==> src/rtl/cv32e40p_load_store_unit_pkg.sv <==
// Shared LSU definitions: access-size encodings and lane/byte-enable helpers.
package cv32e40p_pkg;

    localparam logic [1:0] BYTE = 2'b00;
    localparam logic [1:0] HALF = 2'b01;
    localparam logic [1:0] WORD = 2'b10;

    function automatic logic [3:0] lsu_be(input logic [1:0] dtype, input logic [1:0] offs);
        case (dtype)
            BYTE:    return 4'b0001 << offs;
            HALF:    return offs[1] ? 4'b1100 : 4'b0011;
            default: return 4'b1111;
        endcase
    endfunction

    function automatic logic [31:0] lsu_wdata(input logic [1:0] dtype, input logic [31:0] wdata);
        case (dtype)
            BYTE:    return {4{wdata[7:0]}};
            HALF:    return {2{wdata[15:0]}};
            default: return wdata;
        endcase
    endfunction

    // Reserved size encoding is rejected the same way as a misaligned access.
    function automatic logic lsu_misaligned(input logic [1:0] dtype, input logic [1:0] offs);
        case (dtype)
            BYTE:    return 1'b0;
            HALF:    return offs[0];
            WORD:    return offs != 2'b00;
            default: return 1'b1;
        endcase
    endfunction

endpackage

==> src/rtl/cv32e40p_load_store_unit_if.sv <==
// OBI data-bus bundle between the LSU (master) and memory (slave).
interface cv32e40p_load_store_unit_if;

    logic        data_req_o;
    logic        data_we_o;
    logic [31:0] data_addr_o;
    logic [3:0]  data_be_o;
    logic [31:0] data_wdata_o;
    logic        data_gnt_i;
    logic        data_rvalid_i;
    logic        data_err_i;
    logic [31:0] data_rdata_i;

    modport master (
        output data_req_o, data_we_o, data_addr_o, data_be_o, data_wdata_o,
        input  data_gnt_i, data_rvalid_i, data_err_i, data_rdata_i
    );

    modport slave (
        input  data_req_o, data_we_o, data_addr_o, data_be_o, data_wdata_o,
        output data_gnt_i, data_rvalid_i, data_err_i, data_rdata_i
    );

endinterface

==> src/rtl/cv32e40p_lsu_rdata_ext.sv <==
// Load-data alignment: shift the addressed lane down and sign/zero-extend to 32 bits.
module cv32e40p_lsu_rdata_ext
    import cv32e40p_pkg::*;
(
    input  logic [31:0] rdata_i,
    input  logic [1:0]  offs_i,
    input  logic [1:0]  type_i,
    input  logic        sign_ext_i,
    output logic [31:0] rdata_o
);

    logic [31:0] shifted;

    assign shifted = rdata_i >> {offs_i, 3'b000};

    always_comb begin
        rdata_o = shifted;
        case (type_i)
            BYTE:    rdata_o = {{24{sign_ext_i & shifted[7]}}, shifted[7:0]};
            HALF:    rdata_o = {{16{sign_ext_i & shifted[15]}}, shifted[15:0]};
            default: ;
        endcase
    end

endmodule

==> src/rtl/cv32e40p_load_store_unit.sv <==
// Single-outstanding OBI load/store unit. Define CV32E40P_LSU_BUS_ERR_EN to report bus errors.
module cv32e40p_load_store_unit
    import cv32e40p_pkg::*;
(
    input  logic                            clk,
    input  logic                            rst_n,
    input  logic                            data_req_ex_i,
    input  logic                            data_we_ex_i,
    input  logic [1:0]                      data_type_ex_i,
    input  logic                            data_sign_ext_ex_i,
    input  logic [31:0]                     operand_a_ex_i,
    input  logic [31:0]                     operand_b_ex_i,
    input  logic [31:0]                     data_wdata_ex_i,
    output logic                            lsu_ready_o,
    output logic [31:0]                     lsu_rdata_o,
    output logic                            lsu_rvalid_o,
    output logic                            lsu_misaligned_o,
    output logic                            lsu_err_o,
    cv32e40p_load_store_unit_if.master      obi
);

    typedef enum logic [1:0] {IDLE, WAIT_GNT, WAIT_RVALID} state_e;

    state_e      state_q, state_d;
    logic [31:0] addr_ex, wdata_ex, rdata_ext;
    logic [3:0]  be_ex;
    logic        accept, misaligned, accept_ok, resp, bus_err;

    logic        we_q, sign_ext_q, rvalid_q, misaligned_q, err_q;
    logic [3:0]  be_q;
    logic [1:0]  type_q, offs_q;
    logic [31:0] addr_q, wdata_q, rdata_q;

    assign addr_ex    = operand_a_ex_i + operand_b_ex_i;
    assign be_ex      = lsu_be(data_type_ex_i, addr_ex[1:0]);
    assign wdata_ex   = lsu_wdata(data_type_ex_i, data_wdata_ex_i);
    assign misaligned = lsu_misaligned(data_type_ex_i, addr_ex[1:0]);
    assign accept     = data_req_ex_i & lsu_ready_o;
    assign accept_ok  = accept & ~misaligned;
    assign resp       = (state_q == WAIT_RVALID) & obi.data_rvalid_i;

`ifdef CV32E40P_LSU_BUS_ERR_EN
    assign bus_err = obi.data_err_i;
`else
    assign bus_err = 1'b0;
`endif

    always_ff @(posedge clk or negedge rst_n) begin
        if (!rst_n) state_q <= IDLE;
        else        state_q <= state_d;
    end

    always_comb begin
        state_d = state_q;
        case (state_q)
            IDLE:        if (accept_ok) state_d = obi.data_gnt_i ? WAIT_RVALID : WAIT_GNT;
            WAIT_GNT:    if (obi.data_gnt_i) state_d = WAIT_RVALID;
            WAIT_RVALID: if (obi.data_rvalid_i) state_d = IDLE;
            default:     state_d = IDLE;
        endcase
    end

    // In IDLE the bus sees the live request; afterwards it is replayed from the latched copy.
    always_comb begin
        lsu_ready_o      = (state_q == IDLE);
        obi.data_req_o   = 1'b0;
        obi.data_we_o    = we_q;
        obi.data_addr_o  = addr_q;
        obi.data_be_o    = be_q;
        obi.data_wdata_o = wdata_q;
        case (state_q)
            IDLE: begin
                obi.data_req_o   = accept_ok;
                obi.data_we_o    = data_we_ex_i;
                obi.data_addr_o  = {addr_ex[31:2], 2'b00};
                obi.data_be_o    = be_ex;
                obi.data_wdata_o = wdata_ex;
            end
            WAIT_GNT: obi.data_req_o = 1'b1;
            default:  ;
        endcase
    end

    cv32e40p_lsu_rdata_ext u_rdata_ext (
        .rdata_i    (obi.data_rdata_i),
        .offs_i     (offs_q),
        .type_i     (type_q),
        .sign_ext_i (sign_ext_q),
        .rdata_o    (rdata_ext)
    );

    always_ff @(posedge clk or negedge rst_n) begin
        if (!rst_n) begin
            we_q         <= 1'b0;
            sign_ext_q   <= 1'b0;
            be_q         <= '0;
            type_q       <= '0;
            offs_q       <= '0;
            addr_q       <= '0;
            wdata_q      <= '0;
            rdata_q      <= '0;
            rvalid_q     <= 1'b0;
            misaligned_q <= 1'b0;
            err_q        <= 1'b0;
        end else begin
            if (accept_ok) begin
                we_q       <= data_we_ex_i;
                sign_ext_q <= data_sign_ext_ex_i;
                be_q       <= be_ex;
                type_q     <= data_type_ex_i;
                offs_q     <= addr_ex[1:0];
                addr_q     <= {addr_ex[31:2], 2'b00};
                wdata_q    <= wdata_ex;
            end
            if (resp & ~we_q & ~bus_err) rdata_q <= rdata_ext;
            rvalid_q     <= resp;
            err_q        <= resp & bus_err;
            misaligned_q <= accept & misaligned;
        end
    end

    assign lsu_rdata_o      = rdata_q;
    assign lsu_rvalid_o     = rvalid_q;
    assign lsu_misaligned_o = misaligned_q;
    assign lsu_err_o        = err_q;

endmodule

==> src/flat_wrapper.sv <==
// flat-port wrapper written by rule: the top's interface ports become plain ports
module cv32e40p_load_store_unit_flat import cv32e40p_pkg::*;
  (clk, rst_n, data_req_ex_i, data_we_ex_i, data_type_ex_i, data_sign_ext_ex_i, operand_a_ex_i, operand_b_ex_i, data_wdata_ex_i, lsu_ready_o, lsu_rdata_o, lsu_rvalid_o, lsu_misaligned_o, lsu_err_o, obi_data_req_o, obi_data_we_o, obi_data_addr_o, obi_data_be_o, obi_data_wdata_o, obi_data_gnt_i, obi_data_rvalid_i, obi_data_err_i, obi_data_rdata_i);
  cv32e40p_load_store_unit_if obi_i ();
  input  logic clk;
  input  logic rst_n;
  input  logic data_req_ex_i;
  input  logic data_we_ex_i;
  input  logic [1:0] data_type_ex_i;
  input  logic data_sign_ext_ex_i;
  input  logic [31:0] operand_a_ex_i;
  input  logic [31:0] operand_b_ex_i;
  input  logic [31:0] data_wdata_ex_i;
  output logic lsu_ready_o;
  output logic [31:0] lsu_rdata_o;
  output logic lsu_rvalid_o;
  output logic lsu_misaligned_o;
  output logic lsu_err_o;
  output wire logic [$bits(obi_i.data_req_o)-1:0] obi_data_req_o;
  output wire logic [$bits(obi_i.data_we_o)-1:0] obi_data_we_o;
  output wire logic [$bits(obi_i.data_addr_o)-1:0] obi_data_addr_o;
  output wire logic [$bits(obi_i.data_be_o)-1:0] obi_data_be_o;
  output wire logic [$bits(obi_i.data_wdata_o)-1:0] obi_data_wdata_o;
  input wire logic [$bits(obi_i.data_gnt_i)-1:0] obi_data_gnt_i;
  input wire logic [$bits(obi_i.data_rvalid_i)-1:0] obi_data_rvalid_i;
  input wire logic [$bits(obi_i.data_err_i)-1:0] obi_data_err_i;
  input wire logic [$bits(obi_i.data_rdata_i)-1:0] obi_data_rdata_i;
  assign obi_data_req_o = obi_i.data_req_o;
  assign obi_data_we_o = obi_i.data_we_o;
  assign obi_data_addr_o = obi_i.data_addr_o;
  assign obi_data_be_o = obi_i.data_be_o;
  assign obi_data_wdata_o = obi_i.data_wdata_o;
  assign obi_i.data_gnt_i = obi_data_gnt_i;
  assign obi_i.data_rvalid_i = obi_data_rvalid_i;
  assign obi_i.data_err_i = obi_data_err_i;
  assign obi_i.data_rdata_i = obi_data_rdata_i;
  cv32e40p_load_store_unit u_core (.clk(clk), .rst_n(rst_n), .data_req_ex_i(data_req_ex_i), .data_we_ex_i(data_we_ex_i), .data_type_ex_i(data_type_ex_i), .data_sign_ext_ex_i(data_sign_ext_ex_i), .operand_a_ex_i(operand_a_ex_i), .operand_b_ex_i(operand_b_ex_i), .data_wdata_ex_i(data_wdata_ex_i), .lsu_ready_o(lsu_ready_o), .lsu_rdata_o(lsu_rdata_o), .lsu_rvalid_o(lsu_rvalid_o), .lsu_misaligned_o(lsu_misaligned_o), .lsu_err_o(lsu_err_o), .obi(obi_i));
endmodule
==> config.mk <==
export PLATFORM = sky130hd
export DESIGN_NAME = cv32e40p_load_store_unit_flat
export DESIGN_NICKNAME = d
export VERILOG_FILES = /design/src/rtl/cv32e40p_load_store_unit_pkg.sv /design/src/rtl/cv32e40p_load_store_unit_if.sv /design/src/rtl/cv32e40p_lsu_rdata_ext.sv /design/src/rtl/cv32e40p_load_store_unit.sv /design/src/flat_wrapper.sv
export SDC_FILE = /design/constraint.sdc
export NUM_CORES = 1
export LEC_CHECK = 0
export ABC_AREA = 1
export CORE_ASPECT_RATIO = 2
export CORE_UTILIZATION = 44
export DETAILED_ROUTE_END_ITERATION = 10
export PLACE_DENSITY = 0.75
export SLEW_MARGIN = 20
export SYNTH_ARGS = -nofsm -noshare
export SYNTH_HDL_FRONTEND = slang
export SYNTH_HIERARCHICAL = 1
export SYNTH_SLANG_ARGS = --single-unit
==> constraint.sdc <==
create_clock -name clk -period 3.4 [get_ports clk]
set_clock_uncertainty 0.05 [all_clocks]
set_input_delay 0.68 -clock clk [delete_from_list [all_inputs] [get_ports clk]]
set_output_delay 0.68 -clock clk [all_outputs]
set_load 0.005 [all_outputs]
Yosys cells after proc, flatten, opt, wreduce, memory -nomap -nowiden
Index checks and enable logic that the tools add are counted.

Flip-flop bits (word level): 108. Latch bits: 0. RAM bits: 0. Bits in read-only memories: 0. Input bits: 138. Memories: 0.

Add/sub/neg operators: 1. Multiply operators: 0. Divide/modulo/power cells: 0. $lt $le $gt $ge: 0. Equality and inequality tests: 8. Shifts and indexed selects: 2. Multiplexer cells: 15. Bitwise gates (word level): 9. Reductions and logical operators: 5.

Operators with widths (number): $pmux W32 S2 (2); $mux W32 (2); $add A32 B32 Y32 (1); $shr A32 B5 Y32 (1); $mux W2 (4); $mux W4 (2); $pmux W4 S2 (1); $and A1 B1 Y1 (7); $eq A2 B1 Y1 const B (3); $logic_not A2 Y1 (3); $ne A2 B2 Y1 const B (3); $pmux W2 S3 (1); $eq A2 B2 Y1 const B (2); $shl A1 B2 Y4 const A (1); $pmux W1 S3 (1); $reduce_and A3 Y1 (1); $not A1 Y1 (2); $pmux W1 S2 (1); $reduce_bool A2 Y1 (1); $mux W1 (1).

Logic depth before layout (Yosys ltp)
Depth after elaboration: 7. Mapped depth: 12.

By module
Netlist, hierarchy kept.

Modules (own cells, without submodules): cv32e40p_load_store_unit (times used 1, cells an instance 1112, area an instance 7487.2 um^2, seq. area each 2702.6 um^2); cv32e40p_lsu_rdata_ext (times used 1, cells an instance 173, area an instance 809.5 um^2, seq. area each 0.0 um^2).

Worst setup path before layout
OpenSTA, ideal clock, no wires.

Path type: input port to output port. From: input operand_a_ex_i[0]. To: output obi_data_addr_o[28]. Arrival time: 2.074 ns. Data required time: 2.670 ns. Setup slack: 0.596 ns. Stages: 11. Cell sequence: ha_1 -> fa_1 -> nand3_1 -> nand3_1 -> nand3_1 -> nand3_1 -> nand2_1 -> nand2_1 -> nand2_1 -> nand3_1 -> nand2_1.

Word-level cells in the longest chain between the ends: 2.

Ends and longest elaborated chain: from (decl) (line flat_wrapper.sv:11) `input logic [31:0] operand_a_ex_i;`; $add A32 B32 Y32 (line cv32e40p_load_store_unit.sv:34) `assign addr_ex = operand_a_ex_i + operand_b_ex_i;`; $mux W32 (line cv32e40p_load_store_unit.sv:71) `case (state_q)`; to (decl) (line flat_wrapper.sv:21) `output wire logic [$bits(obi_i.data_addr_o)-1:0] obi_data_addr_o;`.

No other way between the ends.

Worst setup path after layout
From: input operand_b_ex_i[19]. To: output obi_data_addr_o[30].

Word-level cells in the longest chain between the ends: 2.

Ends and longest elaborated chain: from (decl) (line flat_wrapper.sv:12) `input logic [31:0] operand_b_ex_i;`; $add A32 B32 Y32 (line cv32e40p_load_store_unit.sv:34); $mux W32 (line cv32e40p_load_store_unit.sv:71).

No other way between the ends.

==> results.md <==
- Total clock buffers created by CTS: 9
- Tmin final: between 3 and 4 ns
- CTS tree: built
- Critical Path Start: operand_b_ex_i[19]
- I/O Pins: 244
- Congestion Overflow GR: 0
- Seq cells post-synth: 108
- Max frequency: roughly 300 MHz
- Vias in the first global route: around 9,400
- Status: finished, final reports clean
- Initial antenna violation count: 0
- Detailed Place HPWL: roughly 22,000 um
- Syn Inst Count: ~1,300
- Worst-Margin Slew: just under 0.8 ns
- Overall power: between 8000 and 9000 uW
- Die Ht: 196.2 um
- Sequential area share after synthesis: 0.3257
- P_leak: approximately 0.0066 uW
- Critical path startpoint category: input pin
- Yosys Warn Count: 6
- Post-Route WL: ~30,000 um
- Layout cell share with drive strength beyond 1: 0.2001
- Slew Viols, Final: 0
- First-pass GRT wire length: between 40,000 and 50,000 um
- Slew margin rel.: 0.4732
- Crit path DAT: 2.61 ns
- Remaining DRCs: 0
- Die W: a little under 100 um
- VDD IR max: ~0.56 mV
- Setup crit end: obi_data_addr_o[30]
- Core box area: roughly 18,000 sq um
- Clk_lat worst skew: approximately 0.35 ns
- Initial Util: 0.4511
- Placed cells: approximately 1,800
- WS Path Type: in2out
- Pwr Density: between 600 and 700 nW/um^2
- R2R cell count: 10
- Final setup viols: 0
- RSZ-0062 raised after global routing: yes
- Clock sink count: between 100 and 150
- First-pass DRT Iterations: 5
- H-tree depth: 3
- # rows: 70
- Async SR Flop Fraction: 1.000
- Syn-to-layout area delta: 51.36%
- RD Place Congestion: around 1
- Via density: 5.272
- Critical R2R Launch: u_core/state_q[0]
- Ant diodes: 0
- Initial DRC Count: 422
- CTS clk-pin slew, worst paths: 0.08 ns
- Wirelength per Cell: between 15 and 20 um
- Nets: 1,749
- Hold Violations, Final: 0
- Synth unique cells: 37
- CP endpoint kind: primary output
- R2R Path End: u_core/addr_q[19]
- Port Buffers: between 200 and 250
- Worst path required time: 2.67 ns
- Max Root-Sink Buffers: 2
- Final ANT Viol Nets: 0
- Crit Path Max Fanout: 4
- Worst hold path type: in2async
- Non-Filler Instances: approximately 1,800
- Core Util, Final: 0.6828
- Post-synthesis average cell area: 6.457 sq um
- Routed via count: ~9,500
- CTS Root Cell: clkbuf_16
- Setup slack, reg-to-reg: 0.86 ns
- Period utilization: 0.9827
- GRT Total Usage: 0.3093
- # fillers: around 1,600
- DIE AREA: 19,440 sq um
- Largest net degree at the start of global routing: 73
- Setup TNS: 0 ns
- Area of the mapped netlist: 8297 sq um
- Main synth FF type: dfrtp_1
- Max Cap Viol: 0
- Post-synth EDFFs: 0
power breakdown:
| group | internal [uW] | switching [uW] |
|---|---|---|
| sequential | 1870 | 300 |
| clock | 510 | 522 |
| combinational | 2390 | 2700 |
| total | 4770 | 3530 |
stage by stage:
step	hold WS (ns)	cell area [sq um]	worst slack [ns]
final	0.1901	12560	0.05886
after global routing	0.2046	12560	-0.04613
after CTS	0.1918	12270	-0.2026
after detailed placement	0.4159	11370	-0.6205
after global placement	0.4129	11370	-0.6280
after floorplan	0.3344	8304	0.5957
sequential cells by signal, summed over array words and instances, names as in the netlist:
| name | count |
|---|---|
| u_core/addr_q | 30 |
| u_core/offs_q | 2 |
| u_core/lsu_misaligned_o | 1 |
| u_core/lsu_rvalid_o | 1 |
| u_core/wdata_q | 32 |
| u_core/state_q | 2 |
| u_core/lsu_rdata_o | 32 |
| u_core/we_q | 1 |
| u_core/type_q | 2 |
| u_core/sign_ext_q | 1 |
| u_core/be_q | 4 |
kinds of logic after synthesis:
family / share of synthesized area
compound gates: 0.1166
other cells: 0.0004520
flops: 0.3257
mux: 0.04343
xor+xnor: 0.01584
buf+inv: 0.1209
fa+ha+maj: 0.04916
simple gates: 0.3279
cells in the mapped netlist, types with 2 or more instances:
cell	n	area [sq um]
a21oi_1	34	170.2
a22oi_1	2	15.01
and2_1	2	12.51
buf_1	4	15.01
buf_2	22	110.1
buf_4	6	45.04
buf_6	5	56.30
clkbuf_1	16	60.06
dfrtp_1	108	2703
ha_1	31	387.9
inv_1	186	698.2
inv_2	5	18.77
mux2_1	2	22.52
mux2_2	30	337.8
nand2_1	496	1862
nand2_2	3	18.77
nand3_1	98	490.5
nand3_2	3	30.03
nand3b_1	3	22.52
nand4_1	3	18.77
nor2_1	51	191.4
nor2_2	2	12.51
nor3_1	4	20.02
o211ai_1	8	60.06
o21ai_0	125	625.6
o21ai_1	9	45.04
o21bai_1	3	22.52
o22ai_1	2	12.51
xnor2_1	8	70.07
xor2_1	7	61.31
critical path: stages:
cell             delay (ns)
clkdlybuf4s50_1        0.51
ha_4                   0.23
nand2_1                0.09
nand2_1                0.16
a21oi_2                0.17
nand2_2                0.09
a21oi_2                0.18
nand2_1                0.09
nand2_2                0.07
nand3_1                0.06
nand2_1                0.08
clkdlybuf4s15_2        0.20
cells in the final DEF (no fill, tap or decap), drive strengths merged, types with 4 or more instances in the layout:
cell / Yosys / layout
nand2: 499 / 499
inv: 191 / 193
clkdlybuf4s50: 0 / 159
o21ai: 134 / 134
dfrtp: 108 / 108
buf: 37 / 105
nand3: 101 / 101
nor2: 54 / 54
dlygate4sd2: 0 / 47
a21oi: 34 / 34
mux2: 32 / 32
ha: 31 / 31
dlymetal6s2s: 0 / 16
clkbuf: 16 / 11
o211ai: 8 / 8
xnor2: 8 / 8
xor2: 7 / 7
clkdlybuf4s15: 0 / 5
nor3: 5 / 5
clkinv: 0 / 5
nand3b: 4 / 4
timing repair:
| item | CTS | global route |
|---|---|---|
| hold buffers | 0 | 0 |
| endpoints found under the setup margin | 37 | 28 |
| setup buffers | 11 | 2 |
| resized for setup | 226 | 79 |
| pin swaps | 34 | 24 |
how the worst min path moves through the flow:
stage	from	end	slack [ns]	cells after the start
2_1_floorplan	rst_n	u_core/addr_q[10]	0.33	0
5_1_grt	rst_n	u_core/lsu_rdata_o[14]	0.20	1
6_report	rst_n	u_core/lsu_rdata_o[10]	0.19	1
3_5_place_dp	u_core/addr_q[28]	u_core/addr_q[28]	0.42	2
3_3_place_gp	u_core/addr_q[27]	u_core/addr_q[27]	0.41	2
4_1_cts	rst_n	u_core/lsu_rdata_o[10]	0.19	1
layer usage:
layer	vias to the layer above	track usage	wire length, um	part of all wire
met5	-	0	0	0
met4	0	0.2353	2410	0.080
met3	119	0.04168	1533	0.051
met2	381	0.5916	16380	0.54
met1	4385	0.2898	9821	0.33
li1	4605	-	-	-
final cells by class:
| class | instances | area, sq um | area share |
|---|---|---|---|
| flip-flops and latches | 108 | 2703 | 0.2152 |
| multi-input cells | 935 | 5446 | 0.4337 |
| clock inverters | 7 | 61.31 | 0.004882 |
| well taps | 216 | 270.3 | 0.02152 |
| clock buffers | 9 | 225.2 | 0.01793 |
| inverters | 191 | 716.9 | 0.05709 |
| repair buffers | 334 | 3136 | 0.2497 |
(Power assumes the default switching activity.)
